===== src/rtl/adsp_dag_gen_pkg.sv =====
// Shared ADSP data-address-generator package: register classes and the
// width-generic helpers for circular wrap, base masking and bit reversal.
package adsp_dag_gen_pkg;

  localparam int MAXW = 24;

  typedef logic [MAXW-1:0] word_t;
  typedef logic [MAXW:0]   wide_t;

  typedef enum logic [1:0] {
    REG_I   = 2'd0,
    REG_M   = 2'd1,
    REG_L   = 2'd2,
    REG_RSV = 2'd3
  } reg_class_t;

  // All-ones mask covering the low aw bits.
  function automatic word_t width_mask(input int aw);
    wide_t span;
    span = wide_t'(1) << aw;
    return word_t'(span - wide_t'(1));
  endfunction

  // Mask that clears the low ceil(log2(len)) bits; all ones for len 0 or 1.
  function automatic word_t len_mask(input word_t len);
    int    k;
    wide_t low;
    k = 0;
    for (int j = 0; j < MAXW; j++) begin
      if ((word_t'(1) << j) < len) k = j + 1;
    end
    low = (wide_t'(1) << k) - wide_t'(1);
    return ~word_t'(low);
  endfunction

  // Post-modify next value with circular wrap inside [b, b+l).
  function automatic word_t circ_next(input word_t i, input word_t m,
                                      input word_t l, input word_t b,
                                      input int aw);
    word_t wm;
    word_t s;
    word_t r;
    wide_t lim;
    wm  = width_mask(aw);
    s   = (i + m) & wm;
    lim = {1'b0, b} + {1'b0, l};
    r   = s;
    if (l != '0) begin
      if (!m[aw-1] && ({1'b0, s} >= lim)) r = (s - l) & wm;
      else if (m[aw-1] && (s < b))         r = (s + l) & wm;
    end
    return r;
  endfunction

  // Reverse the low aw bits of v; upper bits come back as zero.
  function automatic word_t bit_reverse(input word_t v, input int aw);
    word_t r;
    r = '0;
    for (int j = 0; j < MAXW; j++) begin
      if (j < aw) r[aw-1-j] = v[j];
    end
    return r;
  endfunction

endpackage


===== src/rtl/adsp_dag_regbank.sv =====
// One bank of I/M/L registers plus the hidden circular base B.
// Host write port, generator I-update port, host read port, generator read port.
module adsp_dag_regbank
  import adsp_dag_gen_pkg::*;
#(
  parameter int AW   = 14,
  parameter int NREG = 4,
  parameter int IW   = $clog2(NREG)
) (
  input  logic          clk,
  input  logic          rst_n,
  input  logic          we,
  input  reg_class_t    wsel,
  input  logic [IW-1:0] widx,
  input  logic [AW-1:0] wdata,
  input  logic          upd_en,
  input  logic [IW-1:0] upd_idx,
  input  logic [AW-1:0] upd_val,
  input  logic [IW-1:0] ridx,
  output logic [AW-1:0] rd_i,
  output logic [AW-1:0] rd_m,
  output logic [AW-1:0] rd_l,
  input  logic [IW-1:0] gi_idx,
  input  logic [IW-1:0] gm_idx,
  output logic [AW-1:0] g_i,
  output logic [AW-1:0] g_b,
  output logic [AW-1:0] g_l,
  output logic [AW-1:0] g_m
);

  logic [AW-1:0] i_q [NREG];
  logic [AW-1:0] m_q [NREG];
  logic [AW-1:0] l_q [NREG];
  logic [AW-1:0] b_q [NREG];

  word_t         mask_i_w;
  word_t         mask_l_w;
  logic [AW-1:0] b_from_i;
  logic [AW-1:0] b_from_l;
  logic          unused_mask_hi;

  // Base candidates: an I write masks with the stored L, an L write masks the stored I.
  always_comb begin
    mask_i_w = len_mask(word_t'(l_q[widx]));
    mask_l_w = len_mask(word_t'(wdata));
  end

  assign b_from_i       = wdata & mask_i_w[AW-1:0];
  assign b_from_l       = i_q[widx] & mask_l_w[AW-1:0];
  assign unused_mask_hi = ^{mask_i_w, mask_l_w};

  // Register storage; a host write to I lands after the generator update so it wins.
  always_ff @(posedge clk or negedge rst_n) begin
    if (!rst_n) begin
      for (int k = 0; k < NREG; k++) begin
        i_q[k] <= '0;
        m_q[k] <= '0;
        l_q[k] <= '0;
        b_q[k] <= '0;
      end
    end else begin
      for (int k = 0; k < NREG; k++) begin
        if (upd_en && (upd_idx == IW'(k))) i_q[k] <= upd_val;
        if (we && (widx == IW'(k))) begin
          case (wsel)
            REG_I: begin
              i_q[k] <= wdata;
              b_q[k] <= b_from_i;
            end
            REG_M: m_q[k] <= wdata;
            REG_L: begin
              l_q[k] <= wdata;
              b_q[k] <= b_from_l;
            end
            default: ;
          endcase
        end
      end
    end
  end

  assign rd_i = i_q[ridx];
  assign rd_m = m_q[ridx];
  assign rd_l = l_q[ridx];
  assign g_i  = i_q[gi_idx];
  assign g_b  = b_q[gi_idx];
  assign g_l  = l_q[gi_idx];
  assign g_m  = m_q[gm_idx];

endmodule


===== src/rtl/adsp_dag_gen.sv =====
// ADSP-style data address generator: banked I/M/L registers, pre/post
// modify with circular buffering and optional bit-reversed output.
module adsp_dag_gen
  import adsp_dag_gen_pkg::*;
#(
  parameter int AW    = 14,
  parameter int NREG  = 4,
  parameter int NBANK = 2
) (
  input  logic                     clk,
  input  logic                     rst_n,
  input  logic                     ce,
  input  logic                     bank,
  input  logic                     reg_we,
  input  logic [1:0]               reg_sel,
  input  logic [$clog2(NREG)-1:0]  reg_idx,
  input  logic [AW-1:0]            reg_di,
  output logic [AW-1:0]            reg_do,
  input  logic                     gen_req,
  input  logic [$clog2(NREG)-1:0]  gen_i,
  input  logic [$clog2(NREG)-1:0]  gen_m,
  input  logic                     gen_pre,
  input  logic                     bitrev,
  output logic [AW-1:0]            addr,
  output logic                     addr_vld
);

  localparam int IW = $clog2(NREG);

  logic       bank_act;
  reg_class_t reg_cls;
  logic       gen_go;
  logic       wr_go;
  logic       upd_go;

  assign bank_act = (NBANK > 1) ? bank : 1'b0;
  assign reg_cls  = reg_class_t'(reg_sel);
  assign gen_go   = ce & gen_req;
  assign wr_go    = ce & reg_we;
  assign upd_go   = gen_go & ~gen_pre;

  logic [AW-1:0] bk_rd_i [NBANK];
  logic [AW-1:0] bk_rd_m [NBANK];
  logic [AW-1:0] bk_rd_l [NBANK];
  logic [AW-1:0] bk_gi   [NBANK];
  logic [AW-1:0] bk_gb   [NBANK];
  logic [AW-1:0] bk_gl   [NBANK];
  logic [AW-1:0] bk_gm   [NBANK];

  logic [AW-1:0] nxt;

  for (genvar b = 0; b < NBANK; b++) begin : g_bank
    logic sel_b;
    assign sel_b = (bank_act == 1'(b));

    adsp_dag_regbank #(
      .AW   (AW),
      .NREG (NREG),
      .IW   (IW)
    ) u_bank (
      .clk     (clk),
      .rst_n   (rst_n),
      .we      (wr_go & sel_b),
      .wsel    (reg_cls),
      .widx    (reg_idx),
      .wdata   (reg_di),
      .upd_en  (upd_go & sel_b),
      .upd_idx (gen_i),
      .upd_val (nxt),
      .ridx    (reg_idx),
      .rd_i    (bk_rd_i[b]),
      .rd_m    (bk_rd_m[b]),
      .rd_l    (bk_rd_l[b]),
      .gi_idx  (gen_i),
      .gm_idx  (gen_m),
      .g_i     (bk_gi[b]),
      .g_b     (bk_gb[b]),
      .g_l     (bk_gl[b]),
      .g_m     (bk_gm[b])
    );
  end

  logic [AW-1:0] cur_rd_i, cur_rd_m, cur_rd_l;
  logic [AW-1:0] cur_gi, cur_gb, cur_gl, cur_gm;

  // Route the active bank's read ports to the datapath.
  always_comb begin
    cur_rd_i = bk_rd_i[0];
    cur_rd_m = bk_rd_m[0];
    cur_rd_l = bk_rd_l[0];
    cur_gi   = bk_gi[0];
    cur_gb   = bk_gb[0];
    cur_gl   = bk_gl[0];
    cur_gm   = bk_gm[0];
    if ((NBANK > 1) && bank_act) begin
      cur_rd_i = bk_rd_i[NBANK-1];
      cur_rd_m = bk_rd_m[NBANK-1];
      cur_rd_l = bk_rd_l[NBANK-1];
      cur_gi   = bk_gi[NBANK-1];
      cur_gb   = bk_gb[NBANK-1];
      cur_gl   = bk_gl[NBANK-1];
      cur_gm   = bk_gm[NBANK-1];
    end
  end

  word_t         nxt_w;
  word_t         rev_w;
  logic [AW-1:0] pick;
  logic [AW-1:0] addr_nxt;
  logic          unused_hi;

  // Modified address, pre/post selection and optional bit reversal of the output only.
  always_comb begin
    nxt_w    = circ_next(word_t'(cur_gi), word_t'(cur_gm), word_t'(cur_gl),
                         word_t'(cur_gb), AW);
    nxt      = nxt_w[AW-1:0];
    pick     = gen_pre ? nxt : cur_gi;
    rev_w    = bit_reverse(word_t'(pick), AW);
    addr_nxt = bitrev ? rev_w[AW-1:0] : pick;
  end

  assign unused_hi = ^{nxt_w, rev_w};

  logic [AW-1:0] do_nxt;

  // Read-back value as it will stand after this cycle's write and I update.
  always_comb begin
    do_nxt = '0;
    if (wr_go && (reg_cls != REG_RSV)) begin
      do_nxt = reg_di;
    end else begin
      case (reg_cls)
        REG_I:   do_nxt = (upd_go && (gen_i == reg_idx)) ? nxt : cur_rd_i;
        REG_M:   do_nxt = cur_rd_m;
        REG_L:   do_nxt = cur_rd_l;
        default: do_nxt = '0;
      endcase
    end
  end

  // Registered outputs; the valid pulse drops whenever no request was taken.
  always_ff @(posedge clk or negedge rst_n) begin
    if (!rst_n) begin
      addr     <= '0;
      addr_vld <= 1'b0;
      reg_do   <= '0;
    end else if (ce) begin
      addr_vld <= gen_req;
      if (gen_req) addr <= addr_nxt;
      reg_do   <= do_nxt;
    end else begin
      addr_vld <= 1'b0;
    end
  end

endmodule


===== config.mk =====
export PLATFORM = sky130hd
export DESIGN_NAME = adsp_dag_gen
export DESIGN_NICKNAME = d
export VERILOG_FILES = /design/src/rtl/adsp_dag_gen_pkg.sv /design/src/rtl/adsp_dag_regbank.sv /design/src/rtl/adsp_dag_gen.sv
export SDC_FILE = /design/constraint.sdc
export NUM_CORES = 1
export LEC_CHECK = 0
export ABC_AREA = 1
export CORE_MARGIN = 5
export CORE_UTILIZATION = 35
export CTS_CLUSTER_DIAMETER = 50
export DETAILED_ROUTE_END_ITERATION = 7
export RECOVER_POWER = 50
export SYNTH_ARGS = -nofsm -noshare
export SYNTH_HDL_FRONTEND = slang
export SYNTH_SLANG_ARGS = --single-unit

===== constraint.sdc =====
create_clock -name clk -period 8 [get_ports clk]
set_clock_uncertainty 0.2 [all_clocks]
set_input_delay 1.2 -clock clk [delete_from_list [all_inputs] [get_ports clk]]
set_output_delay 1.2 -clock clk [all_outputs]
set_load 0.05 [all_outputs]

==> impl_metrics.json <==
{
  "required_ns": 8.30,
  "tns_ns": 0,
  "reg2reg_depth": 38,
  "drt_pre_antenna_iters": 6,
  "synth.distinct_cells": 60,
  "first_iter_violations": 4021,
  "drv_slew": 105,
  "crit_start": "gen_i[0]",
  "cp.arrival_ns": 7.67,
  "numClockSinks": 477,
  "holdPathStages": 2,
  "design_area_sq_um": 34500,
  "die-width_um": 303,
  "violations": "capacitance limit, slew limit",
  "nets": 4281,
  "drcViolationCount": 0,
  "vias_per_cell": 5.77,
  "worst_setup_path_end_kind": "flop",
  "cp_max_fo": 18,
  "crit_path_start_kind": "input pin",
  "wl_um": 128000,
  "synth_edf_count": 0,
  "worstSetupPathType": "input pin to flop",
  "cellPowerDensity_nw_per_um2": 327,
  "outcome": "complete, but fails checks",
  "grtUsageTotal_pct": 27.4,
  "async_flop_share_pct": 100,
  "syn_nets": 4289,
  "ys_seq_elements": 477,
  "port_buffers": 58,
  "dpl_cell_area_sq_um": 32100,
  "tightest_slew_ns": 6.14,
  "grt_pass1_vias": 28800,
  "cts_buffer_depth": 3,
  "holdBufCountCts": 0,
  "power_leakage_nw": 16.1,
  "antenna_left": 0,
  "syn-cell-area_sq_um": 30100,
  "grt_overflow": 0,
  "crit_slowest_cell": "clkdlybuf4s50_1",
  "path_clk_slew_ns": 0.06,
  "grt_pass1_wl_um": 191000,
  "hp-start": "g_bank[0].u_bank.b_q[30]$_DFFE_PN0P_",
  "hold_path.class": "flop to flop",
  "synth.avg_cell_area_sq_um": 7.20,
  "final_cell_mix": "nand2_1, o21ai_0, dfrtp_1",
  "start_util_pct": 35.3,
  "dieArea_sq_um": 91800,
  "rows": 107,
  "num_vias": 30900,
  "ys_warn_count": 0,
  "layout_commonest_cell": "nand2_1",
  "cpPeakStageDelay_ns": 0.58,
  "fmax_mhz": 136,
  "fin_util_pct": 40.5,
  "drive_above_1_share_pct": 6.86,
  "cp_common_cell": "o21ai_0",
  "ir_drop_mv": 0.202,
  "boundaryPins": 59,
  "max_slew_margin_pct": -309,
  "core_area_sq_um": 85100,
  "finalSetupViolCount": 0,
  "cap_viol_max_count": 1,
  "clock-root-buffer": "clkbuf_16",
  "gp_congestion": 1.01,
  "numCtsBuffers": 70,
  "r2r-end": "reg_do[13]$_DFFE_PN0P_",
  "clkLatencyLatePin_ns": 0.62,
  "syn_to_final_growth_pct": 14.6,
  "synth_flop_cell": "dfrtp_1",
  "ctsResizeCount": 0,
  "r2r_slack_ns": 1.91,
  "grt_max_degree": 157,
  "hpwl_um": 88700,
  "synth_cells": 4172,
  "yosysSeqAreaShare_pct": 39.7,
  "hold_violations": 0,
  "fin_crit_sh_pct": 92.1,
  "h-tree-depth": 3,
  "holdPathEnd": "g_bank[0].u_bank.b_q[30]$_DFFE_PN0P_",
  "cts_tree": "done",
  "die_h_um": 303,
  "wl_per_cell_um": 24.0,
  "cts_setup_buffers": 0,
  "rsz0062_at_grt": "false",
  "timing.final.crit_period_ns": 7.37,
  "grt_antenna_before_repair": 4,
  "rr_startpoint": "g_bank[1].u_bank.m_q[15]$_DFFE_PN0P_"
}
## flip-flops by register name, summed over array words and instances, names as in the netlist
signal and flops:
reg_do 14, g_bank.u_bank.l_q 112, g_bank.u_bank.i_q 112, g_bank.u_bank.m_q 112, addr_vld 1, g_bank.u_bank.b_q 112, addr 14
## worst max path at each step
stage                                                     to  slack, ns  cells past startpoint
after CTS                              reg_do[7]$_DFFE_PN0P_       0.82                     34
after global routing      g_bank[0].u_bank.i_q[55]$_DFF_PN0_       0.09                      2
final                     g_bank[0].u_bank.i_q[15]$_DFF_PN0_       0.63                     33
after global placement                 reg_do[7]$_DFFE_PN0P_       0.24                     34
after floorplan                         addr[12]$_DFFE_PN0P_       1.50                     38
after detailed placement                addr[13]$_DFFE_PN0P_       0.19                     34
## cell type report
type	instances	area [sq um]
clock buffer	86	1910
inverter	429	1610
timing repair buffer	170	1500
tap	1144	1430
antenna	1	2.50
sequential	477	11900
clock inverter	32	500
fill	8935	50700
multi-input combinational	3016	15600
## stage by stage
step	hold WS (ns)	total power, mW	std cells	setup WS (ns)
after detailed placement	0.265	7.91	5236	0.187
after global placement	0.262	7.90	5236	0.245
after global routing	0.298	11.9	5355	0.0946
final	0.280	11.3	5355	0.633
after floorplan	0.249	6.18	4172	1.50
after CTS	0.281	11.2	5354	0.825
## cells by family (layout without fill, tap and decap cells)
family	after synthesis	count (layout)	share of synthesized area, %
muxes	7	7	0.233
xor gates and xnor gates	43	43	1.25
other	0	1	0
and+or+nand+nor	1638	1638	21.8
buffers and inverters	679	717	8.65
AOI/OAI and AO/OA	1241	1241	24.6
DFF	477	477	39.7
adders and majority gates	87	87	3.72
## worst max-delay path, delay by kind of cell
family	cells	cell delay [ns]
buffers and inverters	6	2.01
AOI/OAI and AO/OA	13	2.03
adders and majority gates	2	0.71
and+or+nand+nor	11	1.54
xor gates and xnor gates	1	0.14
## layer usage
| metal | vias up | global-route usage, % | wire length (um) |
|---|---|---|---|
| met5 | - | 0 | 0 |
| met2 | 1746 | 39.6 | 53200 |
| met1 | 14700 | 38.9 | 54300 |
| li1 | 14100 | - | - |
| met3 | 323 | 5.88 | 13800 |
| met4 | 0 | 13.4 | 6980 |
## report_power, final
part / switching [mW] / total, mW / leakage, nW / internal [mW]
sequential: 0.411 / 3.39 / 6.09 / 2.98
clock: 1.24 / 3.25 / 1.18 / 2.01
combinational: 3.18 / 4.64 / 8.82 / 1.45
total: 4.84 / 11.3 / 16.1 / 6.44
## cell usage after synthesis, drive strengths merged, types with 33 or more instances
library cell | n | area, sq um
ha | 83 | 1040
nand3 | 181 | 906
o22ai | 179 | 1130
o21ai | 609 | 3070
dfrtp | 477 | 11900
clkbuf | 196 | 736
a221oi | 33 | 289
a21oi | 138 | 691
a22oi | 132 | 996
xor2 | 34 | 298
buf | 54 | 255
nor2 | 354 | 1360
nand2 | 1050 | 3960
inv | 416 | 1560
No activity file was read; power rests on OpenSTA's default activity.
